[src/rtl/pad_ring_pkg.sv]
// Shared types and constants for the pad ring boundary-scan layer.
package pad_ring_pkg;

    typedef enum logic [1:0] {
        CmdNop     = 2'b00,
        CmdCapture = 2'b01,
        CmdShift   = 2'b10,
        CmdUpdate  = 2'b11
    } bs_cmd_t;

    typedef enum logic [1:0] {
        StIdle,
        StCapt,
        StShift,
        StUpd
    } bs_state_t;

    localparam int unsigned MIN_SYNC_STAGES = 2;

endpackage

[src/rtl/io_sync_cell.sv]
// One-bit pad input synchroniser; with PAD_FILTER_EN defined a stability filter
// follows the synchroniser so short glitches never reach the core.
module io_sync_cell #(
    parameter int unsigned SyncStages = 2
`ifdef PAD_FILTER_EN
    ,
    parameter int unsigned FiltLen = 4
`endif
) (
    input  logic clk_i,
    input  logic rst_i,
    input  logic d_i,
    output logic q_o
);

    logic [SyncStages-1:0] sync_q;

    always_ff @(posedge clk_i or posedge rst_i) begin
        if (rst_i) begin
            sync_q <= '0;
        end else begin
            sync_q <= {sync_q[SyncStages-2:0], d_i};
        end
    end

`ifdef PAD_FILTER_EN
    localparam int unsigned CntW = $clog2(FiltLen + 1);

    logic            synced;
    logic            filt_q, filt_d;
    logic [CntW-1:0] cnt_q, cnt_d;

    assign synced = sync_q[SyncStages-1];

    // Counter runs only while the synced value disagrees; any agreement restarts it.
    always_comb begin
        filt_d = filt_q;
        cnt_d  = '0;
        if (synced != filt_q) begin
            if (cnt_q == CntW'(FiltLen - 1)) begin
                filt_d = synced;
            end else begin
                cnt_d = cnt_q + CntW'(1);
            end
        end
    end

    always_ff @(posedge clk_i or posedge rst_i) begin
        if (rst_i) begin
            filt_q <= 1'b0;
            cnt_q  <= '0;
        end else begin
            filt_q <= filt_d;
            cnt_q  <= cnt_d;
        end
    end

    assign q_o = filt_q;
`else
    assign q_o = sync_q[SyncStages-1];
`endif

endmodule

[src/rtl/pad_ring_bscan.sv]
// Pad-to-core logic layer: synchronised/registered functional paths plus a
// capture/shift/update boundary-scan chain. Optional input filter: PAD_FILTER_EN.
module pad_ring_bscan
    import pad_ring_pkg::*;
#(
    parameter int unsigned N_IN        = 32,
    parameter int unsigned N_OUT       = 10,
    parameter int unsigned SYNC_STAGES = 2,
    parameter int unsigned FILT_LEN    = 4
) (
    input  logic             inClock,
    input  logic             inReset,
    input  logic [N_IN-1:0]  pad_in,
    output logic [N_IN-1:0]  core_in,
    input  logic [N_OUT-1:0] core_out,
    output logic [N_OUT-1:0] pad_out,
    input  logic             bs_mode,
    input  logic [1:0]       bs_cmd,
    input  logic             bs_cmd_valid,
    output logic             bs_cmd_ready,
    input  logic             bs_tdi,
    output logic             bs_tdo
);

    localparam int unsigned L  = N_IN + N_OUT;
    localparam int unsigned CW = $clog2(L + 1);

    if (SYNC_STAGES < MIN_SYNC_STAGES) begin : g_bad_sync
        $error("SYNC_STAGES must be at least 2");
    end
    if (FILT_LEN < 1) begin : g_bad_filt
        $error("FILT_LEN must be at least 1");
    end

    logic [N_IN-1:0]  synced;
    logic [L-1:0]     sr_q, upd_q;
    logic [N_OUT-1:0] pad_out_q;
    logic             mode_q;
    logic [CW-1:0]    cnt_q;
    bs_state_t        state_q, state_d;
    bs_cmd_t          cmd;
    logic             shift_last, capture_en, shift_en, update_en;

    for (genvar i = 0; i < N_IN; i++) begin : g_sync
        io_sync_cell #(
            .SyncStages(SYNC_STAGES)
`ifdef PAD_FILTER_EN
            ,
            .FiltLen(FILT_LEN)
`endif
        ) u_cell (
            .clk_i(inClock),
            .rst_i(inReset),
            .d_i  (pad_in[i]),
            .q_o  (synced[i])
        );
    end

    assign cmd        = bs_cmd_t'(bs_cmd);
    assign shift_last = (cnt_q == CW'(L - 1));

    always_ff @(posedge inClock or posedge inReset) begin
        if (inReset) begin
            state_q <= StIdle;
        end else begin
            state_q <= state_d;
        end
    end

    always_comb begin
        state_d = state_q;
        unique case (state_q)
            StIdle: begin
                if (bs_cmd_valid) begin
                    case (cmd)
                        CmdCapture: state_d = StCapt;
                        CmdShift:   state_d = StShift;
                        CmdUpdate:  state_d = StUpd;
                        CmdNop:     state_d = StIdle;
                        default:    state_d = StIdle;
                    endcase
                end
            end
            StCapt:  state_d = StIdle;
            StShift: if (shift_last) state_d = StIdle;
            StUpd:   state_d = StIdle;
            default: state_d = StIdle;
        endcase
    end

    always_comb begin
        bs_cmd_ready = (state_q == StIdle);
        capture_en   = (state_q == StCapt);
        shift_en     = (state_q == StShift);
        update_en    = (state_q == StUpd);
    end

    always_ff @(posedge inClock or posedge inReset) begin
        if (inReset) begin
            sr_q      <= '0;
            upd_q     <= '0;
            cnt_q     <= '0;
            pad_out_q <= '0;
            mode_q    <= 1'b0;
        end else begin
            pad_out_q <= core_out;
            mode_q    <= bs_mode;
            if (capture_en) begin
                sr_q <= {core_out, synced};
            end else if (shift_en) begin
                sr_q  <= {bs_tdi, sr_q[L-1:1]};
                cnt_q <= shift_last ? '0 : cnt_q + CW'(1);
            end
            if (update_en) begin
                upd_q <= sr_q;
            end
        end
    end

    // Muxes select between registered sources, so both pad sides stay glitch-free.
    assign core_in = mode_q ? upd_q[N_IN-1:0] : synced;
    assign pad_out = mode_q ? upd_q[L-1:N_IN] : pad_out_q;
    assign bs_tdo  = sr_q[0];

endmodule

[config.mk]
export PLATFORM = sky130hd
export DESIGN_NAME = pad_ring_bscan
export DESIGN_NICKNAME = d
export VERILOG_FILES = /design/src/rtl/pad_ring_pkg.sv /design/src/rtl/io_sync_cell.sv /design/src/rtl/pad_ring_bscan.sv
export SDC_FILE = /design/constraint.sdc
export NUM_CORES = 1
export LEC_CHECK = 0
export BUFFER_PORTS_ARGS = -buffer_cell sky130_fd_sc_hd__buf_2
export CAP_MARGIN = 30
export CORE_MARGIN = 2
export CORE_UTILIZATION = 56
export CTS_CLUSTER_SIZE = 16
export DETAILED_ROUTE_END_ITERATION = 8
export GPL_TIMING_DRIVEN = 0
export PLACE_DENSITY = 0.86
export SETUP_SLACK_MARGIN = 0.02
export SLEW_MARGIN = 20
export SYNTH_ARGS = -nofsm -noshare
export SYNTH_HDL_FRONTEND = slang
export SYNTH_SLANG_ARGS = --single-unit
[constraint.sdc]
create_clock -name inClock -period 7 [get_ports inClock]
set_input_delay 1.05 -clock inClock [delete_from_list [all_inputs] [get_ports inClock]]
set_output_delay 1.05 -clock inClock [all_outputs]
set_load 0.02 [all_outputs]
==> impl_metrics.csv, run 1 <==
group,metric,value,unit
synth,ys_seq_area_share,65.1,%
synth,syn_area_per_cell,14.3,µm²
detailed_routing,drc,0,
flow_run,max-cap-violations,0,
detailed_routing,wl_per_cell,17.3,µm
floorplan,start_util,56.7,%
timing,period_minus_slack,2.79,ns
detailed_routing,drtPass1Iterations,4,
power_and_ir_drop,vdd_drop_max,0.000389,V
floorplan,rows,39,
cts,cts_buffer_depth,2,
setup_path,path_class,"flop to output pin",
setup_path,crit_path_end_kind,"output pin",
global_routing,grt_pass1_wl,20.9,mm
synth,synth.distinct_cells,35,
layout,final_util,67.8,%
timing,clock_skew,0.00672,ns
cts,h-tree-depth,4,
setup_path,cp_max_fo,10,
floorplan,dieArea,12300,µm²
cts,ctsHoldBuffers,0,
floorplan,die_height,111,µm
timing,max_freq,359,MHz
timing,min_period_over_period,39.8,%
global_routing,grt_pass1_vias,4181,
power_and_ir_drop,power.density,429,nW/µm²
global_routing,grt.total_usage,21.9,%
layout,drive_gt1_share,25.4,%
power_and_ir_drop,sequentialPowerShare,42.4,%
cts,root_buffer,"clkbuf_16",
global_routing,grt_max_degree,87,
cts,cts_tree,"built",
timing,relSlewSlack,62.1,%
layout,regArea,4180,µm²
timing,rsz0062_at_grt,"no",
floorplan,die_w,111,µm
layout,fillCellCount,820,
detailed_routing,drt_wl_total,12.4,mm
power_and_ir_drop,finalPower,0.00329,W
power_and_ir_drop,leakagePower,3.38,nW
layout,final_cell_area,7670,µm²
synth,netlist_area,6420,µm²
cts,path_clk_slew,0.06,ns
layout,final_nets,617,
synth,synth_cells,449,
cts,clock-sinks,167,
cts,cts_setup_buffers,0,
min_path,hold_path.class,"flop to flop",
placement,hpwl,8.15,mm
floorplan,core,11300,µm²
power_and_ir_drop,swShare,33.6,%
synth,yosysWarnings,0,
placement,postPlaceCellArea,7100,µm²
detailed_routing,vias,3839,
layout,area_growth,19.5,%
cts,cts_buffers,17,
power_and_ir_drop,clkPwrFrac,27.2,%
placement,pre_cts_slack,4.66,ns
floorplan,top_level_ports,93,
timing,final_hold_viol_count,0,
detailed_routing,drtIter0Drc,263,
power_and_ir_drop,power_frac_comb,30.4,%
power_and_ir_drop,power_switching,0.00111,W
global_routing,grt-ovfl-total,0,
power_and_ir_drop,p_int,0.00219,W
setup_path,r2r_start,"state_q[0]",
cts,clkLatencyLatePin,0.42,ns
cts,cts_resized,0,
synth,syn_nets,505,
setup_path,cp-startpoint,"mode_q",
setup_path,worstPathArrival,1.74,ns
timing,setup_viol,0,
timing,setup_tns,0,ns
setup_path,cp.required,5.95,ns
timing,maxSlewViolCount,0,
min_path,hold_path.startpoint,"g_sync[19].u_cell.sync_q[0]",
synth,ys_ff_latch,167,
layout,multiInputGateArea,2040,µm²
placement,gp_congestion,0.762,
timing,tightest_slew,0.569,ns
placement,io_buffer_count,92,
global_routing,antenna_found_initial,0,
setup_path,start_kind,"flop",
detailed_routing,ant_nets,0,
outcome,status,"complete, no violations",
detailed_routing,via_per_inst,5.35,
timing,worst_slack,4.21,ns
[registers in the layout, indices dropped and copies added, names as in the netlist]
register	count
state_q	2
pad_out_q	10
cnt_q	6
g_sync.u_cell.sync_q	64
upd_q	42
sr_q	42
mode_q	1
[cells by family (layout without fill, tap and decap cells)]
family / after synthesis / count (layout) / synth area share, %
XOR/XNOR: 1 / 1 / 0.136
other: 0 / 1 / 0
AND/OR/NAND/NOR: 59 / 59 / 4.19
flip-flops: 167 / 167 / 65.1
adder cells (fa/ha/maj): 7 / 7 / 1.36
AO/OA/AOI/OAI: 55 / 55 / 4.75
buffers and inverters: 34 / 159 / 3.23
multiplexers: 126 / 126 / 21.3
[synthesized netlist by cell type (all sizes together)]
library cell  instances  share of area [%]
dfrtp               167                 65
mux2                 84                 15
nor2                 43                2.5
a21oi                42                3.3
mux2i                42                6.5
buf                  21                2.5
inv                   8               0.47
ha                    7                1.4
clkbuf                5               0.29
nand2                 4               0.23
o21ai                 3               0.23
nand2b                2               0.31
nor2b                 2               0.19
o32ai                 2               0.27
a211o                 1               0.14
a211oi                1               0.12
a21boi                1               0.12
a21o                  1               0.12
and3                  1              0.097
and3b                 1               0.14
nand3                 1              0.078
nand3b                1               0.12
nand4                 1              0.097
nand4b                1               0.14
nor3                  1              0.078
nor4                  1               0.19
o211ai                1               0.12
o221ai                1               0.14
o22ai                 1              0.097
o311ai                1               0.14
xnor2                 1               0.14
[routing by layer]
layer | up-vias | GRT usage [%] | wire length (µm)
met5 | - | 0 | 0
met4 | 0 | 6.42 | 132
li1 | 1774 | - | -
met1 | 1963 | 27.4 | 5330
met2 | 88 | 36.3 | 6390
met3 | 14 | 7.76 | 564
[worst max-delay path, cell delays in order (launching register included)]
cell	delay [ns]
dfrtp_1	0.32
buf_2	0.20
buf_4	0.25
mux2_1	0.37
buf_2	0.17
[worst paths after layout]
path | cells after the start | slack (ns) | to
worst min-delay path | 0 | 0.35 | g_sync[19].u_cell.sync_q[1]
worst min register to register | 0 | 0.35 | g_sync[19].u_cell.sync_q[1]
min in group asynchronous | 2 | 0.69 | state_q[1]
worst max-delay path | 4 | 4.21 | core_in[0]
worst max register to register | 5 | 5.18 | sr_q[2]
max in group asynchronous | 3 | 5.50 | g_sync[10].u_cell.sync_q[0]
[final cells by class]
cell class,instances,area share [%]
Antenna cell,1,0.0326
Buffer,26,2.32
Clock buffer,25,6.59
Clock inverter,7,0.880
Inverter,8,0.489
Multi-Input combinational cell,248,26.5
Sequential cell,167,54.5
Tap cell,143,2.33
Timing Repair Buffer,93,6.36
[power groups by stage]
| stage | clock network (W) | logic (W) | registers (W) |
|---|---|---|---|
| global route | 0.000957 | 0.00110 | 0.00143 |
| global placement | 0 | 0.000958 | 0.00138 |
| floorplan | 0 | 0.000751 | 0.00135 |
| detailed placement | 0 | 0.00100 | 0.00141 |
| finish | 0.000894 | 0.00100 | 0.00140 |
| CTS | 0.000913 | 0.00102 | 0.00139 |
[through the flow]
stage,hold WS (ns),cells
floorplan,0.331,449
global placement,0.333,684
detailed placement,0.335,685
CTS,0.349,717
global route,0.353,717
finish,0.346,718
[layout by cell type, fill, tap and decap left out, types with 4 or more instances in the layout]
| cell | count |
|---|---|
| ha_1 | 7 |
| mux2i_1 | 42 |
| a21oi_1 | 42 |
| buf_6 | 5 |
| nand2_1 | 4 |
| buf_4 | 9 |
| clkbuf_1 | 8 |
| mux2_1 | 84 |
| inv_1 | 7 |
| clkbuf_16 | 17 |
| clkbuf_8 | 5 |
| buf_2 | 99 |
| nor2_1 | 43 |
| dfrtp_1 | 167 |
Note: power is estimated with default switching activity, not from simulation.
==> inputs of run 2 (changes only) <==
Clock period 7 ns to 2.8 ns, I/O delays scaled along.
==> impl_metrics.csv, run 2 (synthesis gave the netlist of run 1 again) <==
group,metric,value,unit
outcome,status,"complete, no violations",
placement,gp_congestion,0.760,
setup_path,slowest_delay,0.38,ns
cts,cts_resized,0,
timing,setup_viol,0,
cts,path_clk_slew,0.06,ns
floorplan,die_w,111,µm
timing,period_minus_slack,2.14,ns
cts,cts_buffer_depth,2,
layout,largest_register,"g_sync.u_cell.sync_q",
global_routing,grt.total_usage,21.8,%
timing,whs,0.102,ns
layout,largest_reg_flops,64,
cts,cts_buffers,17,
setup_path,worstPathCellList,"buf_2, buf_4, mux2_1, buf_2",
global_routing,grt_max_degree,38,
layout,area_growth,20.7,%
global_routing,grt-ovfl-total,0,
global_routing,use_met3,5.52,%
cts,ctsHoldBuffers,0,
setup_path,cp.required,2.38,ns
setup_path,crit_path_end_kind,"output pin",
cts,clkLatencyLatePin,0.42,ns
timing,relSlewSlack,48.5,%
cts,cts_setup_buffers,0,
setup_path,cpMostUsedCell,"buf_2",
global_routing,grt_pass1_wl,21.1,mm
timing,maxSlewViolCount,0,
setup_path,path_delay_family,"buffers and inverters",
timing,clock_skew,0.00617,ns
detailed_routing,ant_nets,0,
min_path,hold_path.startpoint,"pad_in[23]",
floorplan,rows,39,
power_and_ir_drop,vdd_drop_max,0.000607,V
floorplan,core,11300,µm²
cts,root_buffer,"clkbuf_16",
setup_path,r2r_start,"state_q[0]",
setup_path,worstPathArrival,1.72,ns
setup_path,cp-startpoint,"mode_q",
timing,rsz0062_at_grt,"no",
setup_path,critPathBufInv,3,
setup_path,cp_max_fo,10,
setup_path,start_kind,"flop",
floorplan,start_util,56.7,%
power_and_ir_drop,power.density,1080,nW/µm²
min_path,hold_path.class,"input pin to flop",
layout,antenna_cells,0,
placement,hpwl,8.36,mm
detailed_routing,drtIter0Drc,244,
setup_path,crit_slowest_cell,"mux2_1",
layout,layout_common_cells,"167 x dfrtp_1, 99 x buf_2, 84 x mux2_1",
timing,setup_tns,0,ns
global_routing,grt_pass1_vias,4260,
timing,max_freq,468,MHz
setup_path,path_class,"flop to output pin",
layout,final_nets,620,
detailed_routing,drtPass1Iterations,6,
global_routing,grt_use_met2,36.4,%
layout,reg_top3,"g_sync.u_cell.sync_q x64, sr_q x42, upd_q x42",
layout,final_common_cell,"dfrtp_1",
detailed_routing,via_per_inst,5.41,
timing,tightest_slew,0.770,ns
global_routing,met1_usage,28.4,%
floorplan,dieArea,12300,µm²
detailed_routing,vias,3895,
detailed_routing,wl_per_cell,17.3,µm
global_routing,antenna_found_initial,0,
detailed_routing,drt_wl_total,12.4,mm
placement,place_inst,688,
cts,clock-sinks,167,
layout,fin_cells,720,
layout,drive_gt1_share,26.2,%
floorplan,top_level_ports,93,
floorplan,die_height,111,µm
timing,final_hold_viol_count,0,
placement,io_buffer_count,92,
flow_run,max-cap-violations,0,
power_and_ir_drop,leakagePower,3.42,nW
cts,cts_tree,"built",
detailed_routing,drc,0,
timing,min_period_over_period,76.4,%
cts,h-tree-depth,4,
global_routing,grt.busiest_layer,"met2",
## run 2: cell types whose count changed in the layout (fill, tap and decap cells not counted), sizes merged
| cell | before | now |
|---|---|---|
| buf | 114 | 117 |
| bufinv | 1 | 3 |
| clkbuf | 30 | 25 |
| clkinv | 3 | 5 |
| clkinvlp | 3 | 4 |
| diode | 1 | 0 |
## run 2: layout make-up
class | count | area (µm²)
Buffer | 26 | 178
Clock buffer | 20 | 457
Clock inverter | 12 | 150
Fill cell | 788 | 3570
Inverter | 8 | 33.8
Multi-Input combinational cell | 248 | 2040
Sequential cell | 167 | 4180
Tap cell | 143 | 179
Timing Repair Buffer | 96 | 541
## run 2: layer usage
metal | up-vias | part of all wire [%]
li1 | 1783 | -
met5 | - | 0
met1 | 1999 | 44
met3 | 18 | 4.2
met2 | 95 | 50
met4 | 0 | 1.3
## run 2: final timing paths
kind | endpoint | slack, ns | depth (start not counted)
worst max register to register | sr_q[35] | 0.93 | 5
worst max-delay path | core_in[28] | 0.66 | 4
worst min register to register | g_sync[30].u_cell.sync_q[1] | 0.35 | 0
min in group asynchronous | upd_q[25] | 0.14 | 2
max in group asynchronous | pad_out_q[3] | 2.04 | 3
worst min-delay path | g_sync[23].u_cell.sync_q[0] | 0.10 | 1
## run 2: power by group
group          total [W]  internal [W]  switching [W]
clock network    0.00235       0.00145       0.000906
registers        0.00348       0.00307       0.000410
logic            0.00254       0.00106        0.00148
total            0.00838       0.00558        0.00280
## run 2: stage by stage
step | area (µm²) | total power (W) | utilization [%] | setup slack (ns)
CTS | 7750 | 0.00844 | 68.5 | 0.652
floorplan | 6430 | 0.00525 | - | 0.253
global route | 7750 | 0.00887 | 68.5 | 0.612
global placement | 7070 | 0.00587 | 62.4 | -0.567
finish | 7750 | 0.00838 | 68.5 | 0.661
detailed placement | 7150 | 0.00603 | 63.1 | 1.02
## run 2: worst register-to-register path, delay by kind of cell (launching register included)
family | cells | cell delay, ns
AOI/OAI and AO/OA | 1 | 0.17
adders and majority gates | 1 | 0.35
buffers and inverters | 3 | 0.79
DFF | 1 | 0.41
==> inputs of run 3 (changes only) <==
Clock period 2.8 ns to 2.1 ns, I/O delays scaled along.
==> impl_metrics.csv, run 3 (synthesis gave the netlist of run 1 again) <==
group,metric,value,unit
power_and_ir_drop,finalPower,0.0112,W
cts,clock-sinks,167,
setup_path,cp-startpoint,"mode_q",
layout,layout_common_cells,"167 x dfrtp_1, 99 x buf_2, 84 x mux2_1",
floorplan,die_w,111,µm
setup_path,worstPathArrival,1.72,ns
timing,tightest_slew,0.769,ns
cts,h-tree-depth,4,
setup_path,ff2ff_path_depth,5,
timing,relSlewSlack,48.6,%
power_and_ir_drop,leakagePower,3.55,nW
setup_path,critPathBufInv,3,
floorplan,core,11300,µm²
detailed_routing,vias,4041,
global_routing,grt_pass1_vias,4446,
cts,clkLatencyLatePin,0.42,ns
detailed_routing,ant_nets,0,
floorplan,rows,39,
placement,hpwl,8.36,mm
setup_path,cp.depth,4,
timing,period_minus_slack,2.03,ns
timing,min_period_over_period,96.8,%
global_routing,use_met3,5.96,%
layout,final_util,71.3,%
cts,cts_buffers,17,
layout,final_common_cell,"dfrtp_1",
timing,setup_viol,0,
timing,clock_skew,0.00634,ns
floorplan,start_util,56.7,%
placement,place_inst,688,
setup_path,worst-r2r-setup-slack,0.22,ns
setup_path,start_kind,"flop",
placement,io_buffer_count,92,
global_routing,grt_use_met2,38.4,%
cts,cts_tree,"built",
power_and_ir_drop,vdd_drop_max,0.000809,V
timing,maxSlewViolCount,0,
layout,area_growth,25.6,%
layout,regArea,4180,µm²
setup_path,path_class,"flop to output pin",
layout,largest_reg_flops,64,
detailed_routing,wl_per_cell,17.1,µm
detailed_routing,via_per_inst,5.38,
layout,largest_register,"g_sync.u_cell.sync_q",
layout,fillCellCount,750,
outcome,status,"complete, no violations",
cts,path_clk_slew,0.06,ns
cts,cts_buffer_depth,2,
global_routing,grt_max_degree,38,
floorplan,die_height,111,µm
setup_path,r2r_end,"sr_q[35]",
setup_path,worstPathCellList,"buf_2, buf_4, mux2_1, buf_2",
setup_path,crit_slowest_cell,"mux2_1",
setup_path,cp_max_fo,10,
placement,gp_congestion,0.760,
layout,reg_top3,"g_sync.u_cell.sync_q x64, sr_q x42, upd_q x42",
timing,max_freq,492,MHz
layout,drive_gt1_share,24.8,%
setup_path,cpMostUsedCell,"buf_2",
layout,multiInputGateArea,2040,µm²
floorplan,top_level_ports,93,
cts,cts_setup_buffers,0,
detailed_routing,drtIter0Drc,257,
detailed_routing,drtPass1Iterations,4,
setup_path,path_delay_family,"buffers and inverters",
layout,antenna_cells,0,
setup_path,cp.required,1.78,ns
layout,fin_cells,751,
detailed_routing,drc,0,
setup_path,crit_path_end_kind,"output pin",
global_routing,antenna_found_initial,0,
power_and_ir_drop,power.density,1390,nW/µm²
timing,final_hold_viol_count,0,
layout,final_nets,651,
min_path,hold_path.class,"input pin to flop",
global_routing,grt_pass1_wl,21.8,mm
detailed_routing,drt_wl_total,12.9,mm
global_routing,grt.busiest_layer,"met2",
setup_path,crit_end,"core_in[28]",
global_routing,grt-ovfl-total,0,
floorplan,dieArea,12300,µm²
global_routing,grt.total_usage,22.6,%
global_routing,met1_usage,28.8,%
flow_run,max-cap-violations,0,
setup_path,r2r_start,"state_q[0]",
cts,root_buffer,"clkbuf_16",
timing,rsz0062_at_grt,"yes",
setup_path,slowest_delay,0.37,ns
[run 3: power by group]
| part | total [W] | switching (W) | internal [W] |
|---|---|---|---|
| clock network | 0.00313 | 0.00120 | 0.00193 |
| registers | 0.00464 | 0.000551 | 0.00409 |
| logic | 0.00344 | 0.00199 | 0.00145 |
[run 3: what timing repair did]
item,CTS,global route
hold buffers,31,0
endpoints found under the hold margin,31,0
endpoints found under the setup margin,0,1
gates resized for setup,0,1
[run 3: area by class of cell]
class	count	share of cell area, %
inverter	8	0.419
tap	143	2.22
clock buffer	20	5.66
sequential	167	51.8
buffer	26	2.25
timing repair buffer	127	10.5
clock inverter	12	1.86
multi-input combinational	248	25.2
[run 3: worst min-delay path by stage]
| stage | startpoint | end | slack, ns | cells past startpoint |
|---|---|---|---|---|
| detailed placement | g_sync[21].u_cell.sync_q[0] | g_sync[21].u_cell.sync_q[1] | 0.33 | 0 |
| floorplan | g_sync[0].u_cell.sync_q[0] | g_sync[0].u_cell.sync_q[1] | 0.33 | 0 |
| CTS | pad_in[16] | g_sync[16].u_cell.sync_q[0] | 0.002 | 1 |
| global placement | g_sync[29].u_cell.sync_q[0] | g_sync[29].u_cell.sync_q[1] | 0.33 | 0 |
| global route | pad_in[2] | g_sync[2].u_cell.sync_q[0] | 0.008 | 1 |
| finish | pad_in[5] | g_sync[5].u_cell.sync_q[0] | 0.02 | 1 |
[run 3: metal layers]
metal	up-vias	wire (µm)
met5	-	0
li1	1845	-
met4	0	167
met1	2078	5530
met3	18	570
met2	100	6600
[run 3: metrics by stage]
step | instance area (µm²) | TNS [ns] | worst slack (ns) | hold WS, ns
2_1_floorplan | 6430 | -57.07 | -0.342 | 0.331
3_3_place_gp | 7070 | -192.93 | -1.16 | 0.333
3_5_place_dp | 7150 | 0 | 0.316 | 0.335
6_report | 8070 | 0 | 0.0673 | 0.0200
4_1_cts | 8060 | 0 | 0.0565 | 0.00173
5_1_grt | 8070 | 0 | 0.0117 | 0.00819
